### src/rtl/scancode_ascii_display.sv
// PS/2 Set-2 make code to ASCII via lower/upper lookup ROMs, shown as two hex digits
// on active-low seven-segment displays. Two-stage pipeline, fixed 2-cycle latency.
module scancode_ascii_display (
   input  logic       clk,
   input  logic       rst,
   input  logic [7:0] scancode,
   input  logic       key_valid,
   input  logic       capital,
   input  logic       shift,
   output logic [7:0] ascii,
   output logic [6:0] hex_lo,
   output logic [6:0] hex_hi
);

   localparam int unsigned BYTE_W = 8;
   localparam int unsigned SEG_W  = 7;
   localparam logic [SEG_W-1:0]  SEG_BLANK  = 7'h7F;
   localparam logic [BYTE_W-1:0] BREAK_CODE = 8'hF0;

   // Unshifted glyph table; unlisted codes read as 0x00.
   function automatic logic [BYTE_W-1:0] lower_rom(input logic [BYTE_W-1:0] addr);
      logic [BYTE_W-1:0] d;
      d = 8'h00;
      case (addr)
         8'h1C: d = 8'h61;  8'h32: d = 8'h62;  8'h21: d = 8'h63;  8'h23: d = 8'h64;
         8'h24: d = 8'h65;  8'h2B: d = 8'h66;  8'h34: d = 8'h67;  8'h33: d = 8'h68;
         8'h43: d = 8'h69;  8'h3B: d = 8'h6A;  8'h42: d = 8'h6B;  8'h4B: d = 8'h6C;
         8'h3A: d = 8'h6D;  8'h31: d = 8'h6E;  8'h44: d = 8'h6F;  8'h4D: d = 8'h70;
         8'h15: d = 8'h71;  8'h2D: d = 8'h72;  8'h1B: d = 8'h73;  8'h2C: d = 8'h74;
         8'h3C: d = 8'h75;  8'h2A: d = 8'h76;  8'h1D: d = 8'h77;  8'h22: d = 8'h78;
         8'h35: d = 8'h79;  8'h1A: d = 8'h7A;
         8'h45: d = 8'h30;  8'h16: d = 8'h31;  8'h1E: d = 8'h32;  8'h26: d = 8'h33;
         8'h25: d = 8'h34;  8'h2E: d = 8'h35;  8'h36: d = 8'h36;  8'h3D: d = 8'h37;
         8'h3E: d = 8'h38;  8'h46: d = 8'h39;
         8'h0E: d = 8'h60;  8'h4E: d = 8'h2D;  8'h55: d = 8'h3D;  8'h54: d = 8'h5B;
         8'h5B: d = 8'h5D;  8'h5D: d = 8'h5C;  8'h4C: d = 8'h3B;  8'h52: d = 8'h27;
         8'h41: d = 8'h2C;  8'h49: d = 8'h2E;  8'h4A: d = 8'h2F;
         8'h29: d = 8'h20;  8'h5A: d = 8'h0D;  8'h66: d = 8'h08;  8'h0D: d = 8'h09;
         default: d = 8'h00;
      endcase
      return d;
   endfunction

   // Shifted/uppercase glyph table; control codes match the lower table.
   function automatic logic [BYTE_W-1:0] upper_rom(input logic [BYTE_W-1:0] addr);
      logic [BYTE_W-1:0] d;
      d = 8'h00;
      case (addr)
         8'h1C: d = 8'h41;  8'h32: d = 8'h42;  8'h21: d = 8'h43;  8'h23: d = 8'h44;
         8'h24: d = 8'h45;  8'h2B: d = 8'h46;  8'h34: d = 8'h47;  8'h33: d = 8'h48;
         8'h43: d = 8'h49;  8'h3B: d = 8'h4A;  8'h42: d = 8'h4B;  8'h4B: d = 8'h4C;
         8'h3A: d = 8'h4D;  8'h31: d = 8'h4E;  8'h44: d = 8'h4F;  8'h4D: d = 8'h50;
         8'h15: d = 8'h51;  8'h2D: d = 8'h52;  8'h1B: d = 8'h53;  8'h2C: d = 8'h54;
         8'h3C: d = 8'h55;  8'h2A: d = 8'h56;  8'h1D: d = 8'h57;  8'h22: d = 8'h58;
         8'h35: d = 8'h59;  8'h1A: d = 8'h5A;
         8'h45: d = 8'h29;  8'h16: d = 8'h21;  8'h1E: d = 8'h40;  8'h26: d = 8'h23;
         8'h25: d = 8'h24;  8'h2E: d = 8'h25;  8'h36: d = 8'h5E;  8'h3D: d = 8'h26;
         8'h3E: d = 8'h2A;  8'h46: d = 8'h28;
         8'h0E: d = 8'h7E;  8'h4E: d = 8'h5F;  8'h55: d = 8'h2B;  8'h54: d = 8'h7B;
         8'h5B: d = 8'h7D;  8'h5D: d = 8'h7C;  8'h4C: d = 8'h3A;  8'h52: d = 8'h22;
         8'h41: d = 8'h3C;  8'h49: d = 8'h3E;  8'h4A: d = 8'h3F;
         8'h29: d = 8'h20;  8'h5A: d = 8'h0D;  8'h66: d = 8'h08;  8'h0D: d = 8'h09;
         default: d = 8'h00;
      endcase
      return d;
   endfunction

   // Letters follow capital; everything else follows shift.
   function automatic logic is_letter(input logic [BYTE_W-1:0] code);
      logic l;
      l = 1'b0;
      case (code)
         8'h1C, 8'h32, 8'h21, 8'h23, 8'h24, 8'h2B, 8'h34, 8'h33, 8'h43,
         8'h3B, 8'h42, 8'h4B, 8'h3A, 8'h31, 8'h44, 8'h4D, 8'h15, 8'h2D,
         8'h1B, 8'h2C, 8'h3C, 8'h2A, 8'h1D, 8'h22, 8'h35, 8'h1A: l = 1'b1;
         default: l = 1'b0;
      endcase
      return l;
   endfunction

   function automatic logic [SEG_W-1:0] seg7(input logic [3:0] nib);
      logic [SEG_W-1:0] s;
      s = SEG_BLANK;
      case (nib)
         4'h0: s = 7'h40;  4'h1: s = 7'h79;  4'h2: s = 7'h24;  4'h3: s = 7'h30;
         4'h4: s = 7'h19;  4'h5: s = 7'h12;  4'h6: s = 7'h02;  4'h7: s = 7'h78;
         4'h8: s = 7'h00;  4'h9: s = 7'h10;  4'hA: s = 7'h08;  4'hB: s = 7'h03;
         4'hC: s = 7'h46;  4'hD: s = 7'h21;  4'hE: s = 7'h06;  4'hF: s = 7'h0E;
         default: s = SEG_BLANK;
      endcase
      return s;
   endfunction

   logic [BYTE_W-1:0] lower_q;
   logic [BYTE_W-1:0] upper_q;
   logic [BYTE_W-1:0] scancode_q;
   logic              key_valid_q;
   logic              capital_q;
   logic              shift_q;

   // Stage 1: ROM reads plus flag copies kept aligned with the ROM data.
   always_ff @(posedge clk) begin
      if (rst) begin
         lower_q     <= '0;
         upper_q     <= '0;
         scancode_q  <= '0;
         key_valid_q <= 1'b0;
         capital_q   <= 1'b0;
         shift_q     <= 1'b0;
      end else begin
         lower_q     <= lower_rom(scancode);
         upper_q     <= upper_rom(scancode);
         scancode_q  <= scancode;
         key_valid_q <= key_valid;
         capital_q   <= capital;
         shift_q     <= shift;
      end
   end

   logic [BYTE_W-1:0] sel_c;
   logic              blank_c;

   always_comb begin
      sel_c   = lower_q;
      blank_c = 1'b0;
      if (is_letter(scancode_q)) begin
         if (capital_q) sel_c = upper_q;
      end else begin
         if (shift_q) sel_c = upper_q;
      end
      if (!key_valid_q || scancode_q == BREAK_CODE || sel_c == 8'h00) blank_c = 1'b1;
   end

   // Stage 2: registered character and segment outputs.
   always_ff @(posedge clk) begin
      if (rst) begin
         ascii  <= '0;
         hex_lo <= SEG_BLANK;
         hex_hi <= SEG_BLANK;
      end else if (blank_c) begin
         ascii  <= '0;
         hex_lo <= SEG_BLANK;
         hex_hi <= SEG_BLANK;
      end else begin
         ascii  <= sel_c;
         hex_lo <= seg7(sel_c[3:0]);
         hex_hi <= seg7(sel_c[7:4]);
      end
   end

endmodule

### config.mk
export PLATFORM = sky130hd
export DESIGN_NAME = scancode_ascii_display
export DESIGN_NICKNAME = d
export VERILOG_FILES = /design/src/rtl/scancode_ascii_display.sv
export SDC_FILE = /design/constraint.sdc
export NUM_CORES = 1
export LEC_CHECK = 0
export ABC_AREA = 1
export CORE_MARGIN = 4
export CORE_UTILIZATION = 59
export CTS_BUF_LIST = sky130_fd_sc_hd__clkbuf_8
export CTS_CLUSTER_SIZE = 12
export DETAILED_ROUTE_END_ITERATION = 6
export GPL_TIMING_DRIVEN = 0
export PLACE_DENSITY = 0.81
export SETUP_SLACK_MARGIN = 0.05
export SYNTH_ARGS = -nofsm -noshare
export SYNTH_HDL_FRONTEND = slang
export SYNTH_SLANG_ARGS = --single-unit
### constraint.sdc
create_clock -name clk -period 2.15 [get_ports clk]
set_input_delay 0.3225 -clock clk [delete_from_list [all_inputs] [get_ports clk]]
set_output_delay 0.3225 -clock clk [all_outputs]
set_load 0.05 [all_outputs]
# After elaboration in Yosys (flattened, before gate mapping)
# Memory sizes are Yosys's and may differ from the RTL's. A register that Yosys moved wholly into a read port is not among the register bits.
# Cells that the tools add are included.
[totals]
regBits = 35
rom_bits = 2144
inputBits = 13
output_inout_bits = 22
word_cells = 25
n_memories = 5
[mem_list]
columns = ["memory", "words", "width", "read_ports", "rd_ports_with_merged_regs", "wr", "line", "text"]
rows = [
  ["(name not given)", 128, 7, 1, 1, 0, "24", "case (addr)"],
  ["(name not given)", 128, 7, 1, 1, 0, "48", "case (addr)"],
  ["(name not given)", 128, 1, 1, 1, 0, "72", "case (code)"],
  ["(name not given)", 16, 7, 1, 1, 0, "84", "case (nib)"],
  ["(name not given)", 16, 7, 1, 1, 0, "84", ""],
]
[classes]
eq_ne = 1
n_mux = 6
n_reduce_logical = 6
[ops]
columns = ["cell", "count"]
rows = [
  ["8-bit 2-to-1 mux", 3],
  ["8-bit equality test, second input constant", 1],
  ["8-bit logical NOT", 1],
  ["7-bit 2-to-1 mux", 1],
  ["2-bit OR reduction", 2],
  ["1-bit logical OR", 2],
  ["1-bit 2-to-1 mux", 2],
  ["1-bit logical NOT", 1],
]

# Longest topological paths before layout
[depth]
depth_word = 6
ltp_mapped = 14
depth_no_buf = 14

# Least setup slack after synthesis
# OpenSTA, ideal clock, no wires.
[synth_timing]
kind = "reg2reg"
from = "register scancode_q[7]"
to = "register hex_hi[6]"
setup_time_ns = 0.124
t_arrival_ns = 1.626
t_required_ns = 2.026
slack_ns = 0.400
stages_incl_launch_ff = 15
n_path_buf = 1
period_less_slack_ns = 1.750
path_cell_list = "dfxtp_1 inv_1 nand2_4 inv_2 o211ai_1 nand2_1 inv_1 ha_1 nand2_1 inv_1 nand2_2 nor3_4 nor2_4 buf_6 o211ai_2"
[synth_via]
elab_chain_cells = 6
word_cells_on_any_way = 8
classes_between = "1 x eq/ne; 3 x mux; 4 x reduce/logical"
[synth_lines]
columns = ["item", "line", "text"]
rows = [
  ["from (decl)", "96", "logic [BYTE_W-1:0] scancode_q;"],
  ["from (signal assigned)", "113", "scancode_q <= scancode;"],
  ["1-bit 2-to-1 mux", "72", ""],
  ["8-bit 2-to-1 mux", "126", "if (is_letter(scancode_q)) begin"],
  ["via sel_c[1]", "120", "logic [BYTE_W-1:0] sel_c;"],
  ["8-bit logical NOT", "131", "if (!key_valid_q || scancode_q == BREAK_CODE || sel_c == 8'h00) blank_c = 1'b1;"],
  ["1-bit logical OR", "131", ""],
  ["1-bit 2-to-1 mux", "131", ""],
  ["2-bit OR reduction (no source line)", "-", ""],
  ["to (decl)", "12", "output logic [6:0] hex_hi"],
]
# The timed path passes the listed nets, and every way through them passes these cells.
# A chain may end at the register's enable or synchronous reset.

# Worst setup path after layout
[layout_timing]
from = "register scancode_q[7]"
to = "register hex_lo[3]"
[layout_via]
elab_chain_cells = 6
word_cells_on_any_way = 8
classes_between = "1 x eq/ne; 3 x mux; 4 x reduce/logical"
[layout_lines]
columns = ["item", "line", "text"]
rows = [
  ["1-bit 2-to-1 mux", "72", ""],
  ["8-bit 2-to-1 mux", "126", ""],
  ["via sel_c[5]", "120", ""],
  ["8-bit logical NOT", "131", ""],
  ["1-bit logical OR", "131", ""],
  ["1-bit 2-to-1 mux", "131", ""],
  ["2-bit OR reduction (no source line)", "-", ""],
  ["to (decl)", "11", "output logic [6:0] hex_lo,"],
]
# The timed path passes the listed nets, and every way through them passes these cells.

==> results.md <==
- Syn avg cell area: 6.65 um2
- Die height: 82.9 um
- Vias post-DR: 3591
- Gr usage total: 0.291
- Worst setup margin: 0.0731 ns
- Hold path depth: 4
- GPL Wtd Cong: 1.10
- Hold_buf cts: 0
- CP endpoint kind: register
- Core area: 5470 um2
- Avg WL per Cell: 17.2 um
- Max-Cap Viols: 0
- Drt pass-1 iters: 5
- Antenna Nets Post-Route: 0
- Clock sinks: 47
- Top cells by area, synth: dfxtp_1 28%, nand2_1 19%, ha_1 7.9%, a21oi_1 5.1%, inv_1 4.9%
- Switching fraction of total power: 0.342
- Skew final: 0.0145 ns
- Post-synth EDFFs: 0
- Reg-to-reg endpoint: hex_lo[3]
- First-pass GRT wire length: 16400 um
- CTS root buf: clkbuf_8
- Clock Pin Slew Worst Setup and Hold Paths: 0.09 ns
- Worst EP required: 2.32 ns
- Worst r2r src: scancode_q[7]
- Predominant post-synthesis flop cell: dfxtp_1
- Initial Util: 0.605
- WP buf/inv: 4
- Ant. Diodes: 0
- Synth top area share: 0.284
- CTS tree: yes
- Via-to-Cell Ratio: 5.86
- Die area: 6870 um2
- # rows: 27
- Top cell types by occurrence after synthesis: 164 x nand2_1, 47 x dfxtp_1, 43 x inv_1
- Worst Hold End: upper_q[6]
- Internal power: 1.46 mW
- Vias in the first global route: 3370
- Cell type with the highest aggregate area in the netlist: dfxtp_1
- Layout cells sized above 1: 0.142
- Outcome: complete, no violations
- Hold Crit Start: scancode[6]
- Syn Nets: 532
- Worst path cell trace: inv_2 > nand2_4 > a21oi_1 > o21ai_0 > nand2_1 > inv_2 > ha_1 > nand2_1 > inv_1 > nand2_2 > nor3_4 > nor2_4 > buf_4 > o211ai_1
- Synthesized area: 3310 um2
- Net Switching: 0.761 mW
- Reg2reg path depth: 14
- DP Area: 3700 um2
- Post-Synthesis Cells: 498
- HPWL Detailed: 7440 um
- Chip width: 82.9 um
- Power Dens Cells: 575 nW/um2
- H-tree depth: 2
- Remaining Overflow, GRT: 0
- Drt total wl: 10500 um
- Max-slew violations: 0
- Post-Place Worst Slack: -0.530 ns
- Share of flip-flops with an asynchronous set or reset: 0
- Nets: 574
- Yosys Warn Count: 0
- Layout fillers: 451
- Largest net degree at the start of global routing: 17
- Setup crit start kind: register
- CP max stage delay: 0.32 ns
- TNS Setup: 0 ns
- Worst-Skew Late Latency: 0.30 ns
- Synth Register Bits: 47
- Final setup violation count: 0
- Delay-heaviest family, CP: simple AND/OR/NAND/NOR gates
- Final min period: 2.08 ns
- Crit path kind: register to register
- Max frequency: 481 MHz
- Ports: 35
- Worst vdd ir: 0.461 mV
- Port bufs: 30
- Most numerous cell in the Yosys netlist: nand2_1
- Register area share after synthesis: 0.284
- Netlist cell types: 39
- Leak: 1.84 nW
- Worst Tran Pin Value: 0.513 ns
- Combinational share of power: 0.290
- Crit share post-route: 0.966
- DRC errors left: 0
- Layout area overhead: 17.0%
- Clock share of power: 0.297
- RSZ-0062 raised after global routing: no
- Post-Layout Inst Area: 3870 um2
- Fin. Hold Viols: 0
- Clk buf depth: 2
- Crit Path Max Fanout: 9
- Initial DRC Count: 279
- Sequential share of power: 0.413
- Flop-to-flop setup slack: 0.07 ns
- Crit path DAT: 2.25 ns
- CP max stage cell: dfxtp_1
- Slew Limit Headroom: 0.657
- CTS buffer count: 5
- Initial antenna violation count: 0
- Worst Hold Class: primary input to register
## layout by cell type, fill, tap and decap left out, types with 2 or more instances in the layout
cell             netlist  final
a21oi_1               34     34
a31oi_1                4      4
buf_2                  5      5
buf_4                  4      8
buf_6                  7      6
clkbuf_1               3      3
clkbuf_2               0      2
clkbuf_8               0      5
clkdlybuf4s50_1        0     28
dfxtp_1               47     47
ha_1                  21     20
inv_1                 43     40
inv_2                  8     10
inv_4                  4      5
nand2_1              164    163
nand2_2                7      8
nand2_4                4      4
nand3_1               24     24
nand3_2                7      7
nand4_1                6      6
nor2_1                42     42
nor2_4                 2      2
nor2_8                 2      2
nor3_1                 2      2
o2111ai_1              2      2
o211ai_1              16     16
o21ai_0               19     19
o21ai_1                7      7
## per-stage QoR
step	power [mW]	util	cells	hold WS (ns)
CTS	2.18	0.701	610	0.362
global route	2.32	0.707	613	0.387
finish	2.23	0.707	613	0.372
floorplan	1.37	-	498	0.394
detailed placement	1.54	0.676	600	0.639
global placement	1.52	0.676	600	0.616
## worst reg2reg max path, stage by stage (launching register included)
cell and delay (ns):
dfxtp_1 0.32, inv_2 0.08, nand2_4 0.11, a21oi_1 0.14, o21ai_0 0.11, nand2_1 0.18
inv_2 0.08, ha_1 0.22, nand2_1 0.08, inv_1 0.05, nand2_2 0.08, nor3_4 0.04
nor2_4 0.20, buf_4 0.16, o211ai_1 0.10
## power by group through the flow
stage                     Sequential [mW]  Clock, mW  Combinational (mW)
after floorplan                     0.991          0               0.379
after global placement              0.937          0               0.588
after detailed placement            0.939          0               0.597
after CTS                           0.918      0.660               0.607
after global routing                0.922      0.701               0.695
final                               0.919      0.661               0.645
## how the worst max path moves through the flow
| stage | cells past startpoint | from | to |
|---|---|---|---|
| after floorplan | 14 | scancode_q[7] | hex_hi[6] |
| after global placement | 11 | scancode[1] | upper_q[4] |
| after detailed placement | 11 | scancode[1] | upper_q[4] |
| after CTS | 11 | scancode[1] | upper_q[4] |
| after global routing | 14 | scancode_q[7] | ascii[1] |
| final | 14 | scancode_q[7] | hex_lo[3] |
## cell type report
| cell class | count | area, um2 | share of cell area |
|---|---|---|---|
| multi-input cells | 376 | 2010 | 0.519 |
| flip-flops and latches | 47 | 941 | 0.243 |
| repair buffers | 35 | 345 | 0.0892 |
| inverters | 55 | 219 | 0.0566 |
| plain buffers | 20 | 153 | 0.0394 |
| well taps | 72 | 90.1 | 0.0233 |
| clock buffers | 5 | 68.8 | 0.0178 |
| clock inverters | 3 | 46.3 | 0.0120 |
## state kept, by name (all words and copies together), names as in the netlist, named ones only
signal       count
shift_q          1
upper_q          7
scancode_q       8
capital_q        1
hex_lo           7
key_valid_q      1
lower_q          7
hex_hi           7
ascii            7
## routing by layer
layer | track usage | share of wire | vias to the layer above
li1 | - | - | 1695
met1 | 0.333 | 0.37 | 1602
met2 | 0.512 | 0.49 | 236
met3 | 0.0397 | 0.075 | 58
met4 | 0.175 | 0.062 | 0
met5 | 0 | 0 | -
## cells by family (layout without fill, tap and decap cells)
family / after synthesis / count (layout) / share of synthesized area
AOI/OAI and AO/OA: 87 / 87 / 0.154
adders and majority gates: 21 / 21 / 0.0794
and+or+nand+nor: 267 / 267 / 0.371
buffers and inverters: 75 / 118 / 0.110
other: 1 / 1 / 0.00113
DFF: 47 / 47 / 0.284
## timing repair
item                                    CTS  global route
hold endpoints to repair                  0             0
pin swaps                                 1             5
gates cloned                              0             1
resized for setup                         5             8
endpoints found under the setup margin   23            29
buffers inserted                          2             2
(Power assumes the default switching activity.)
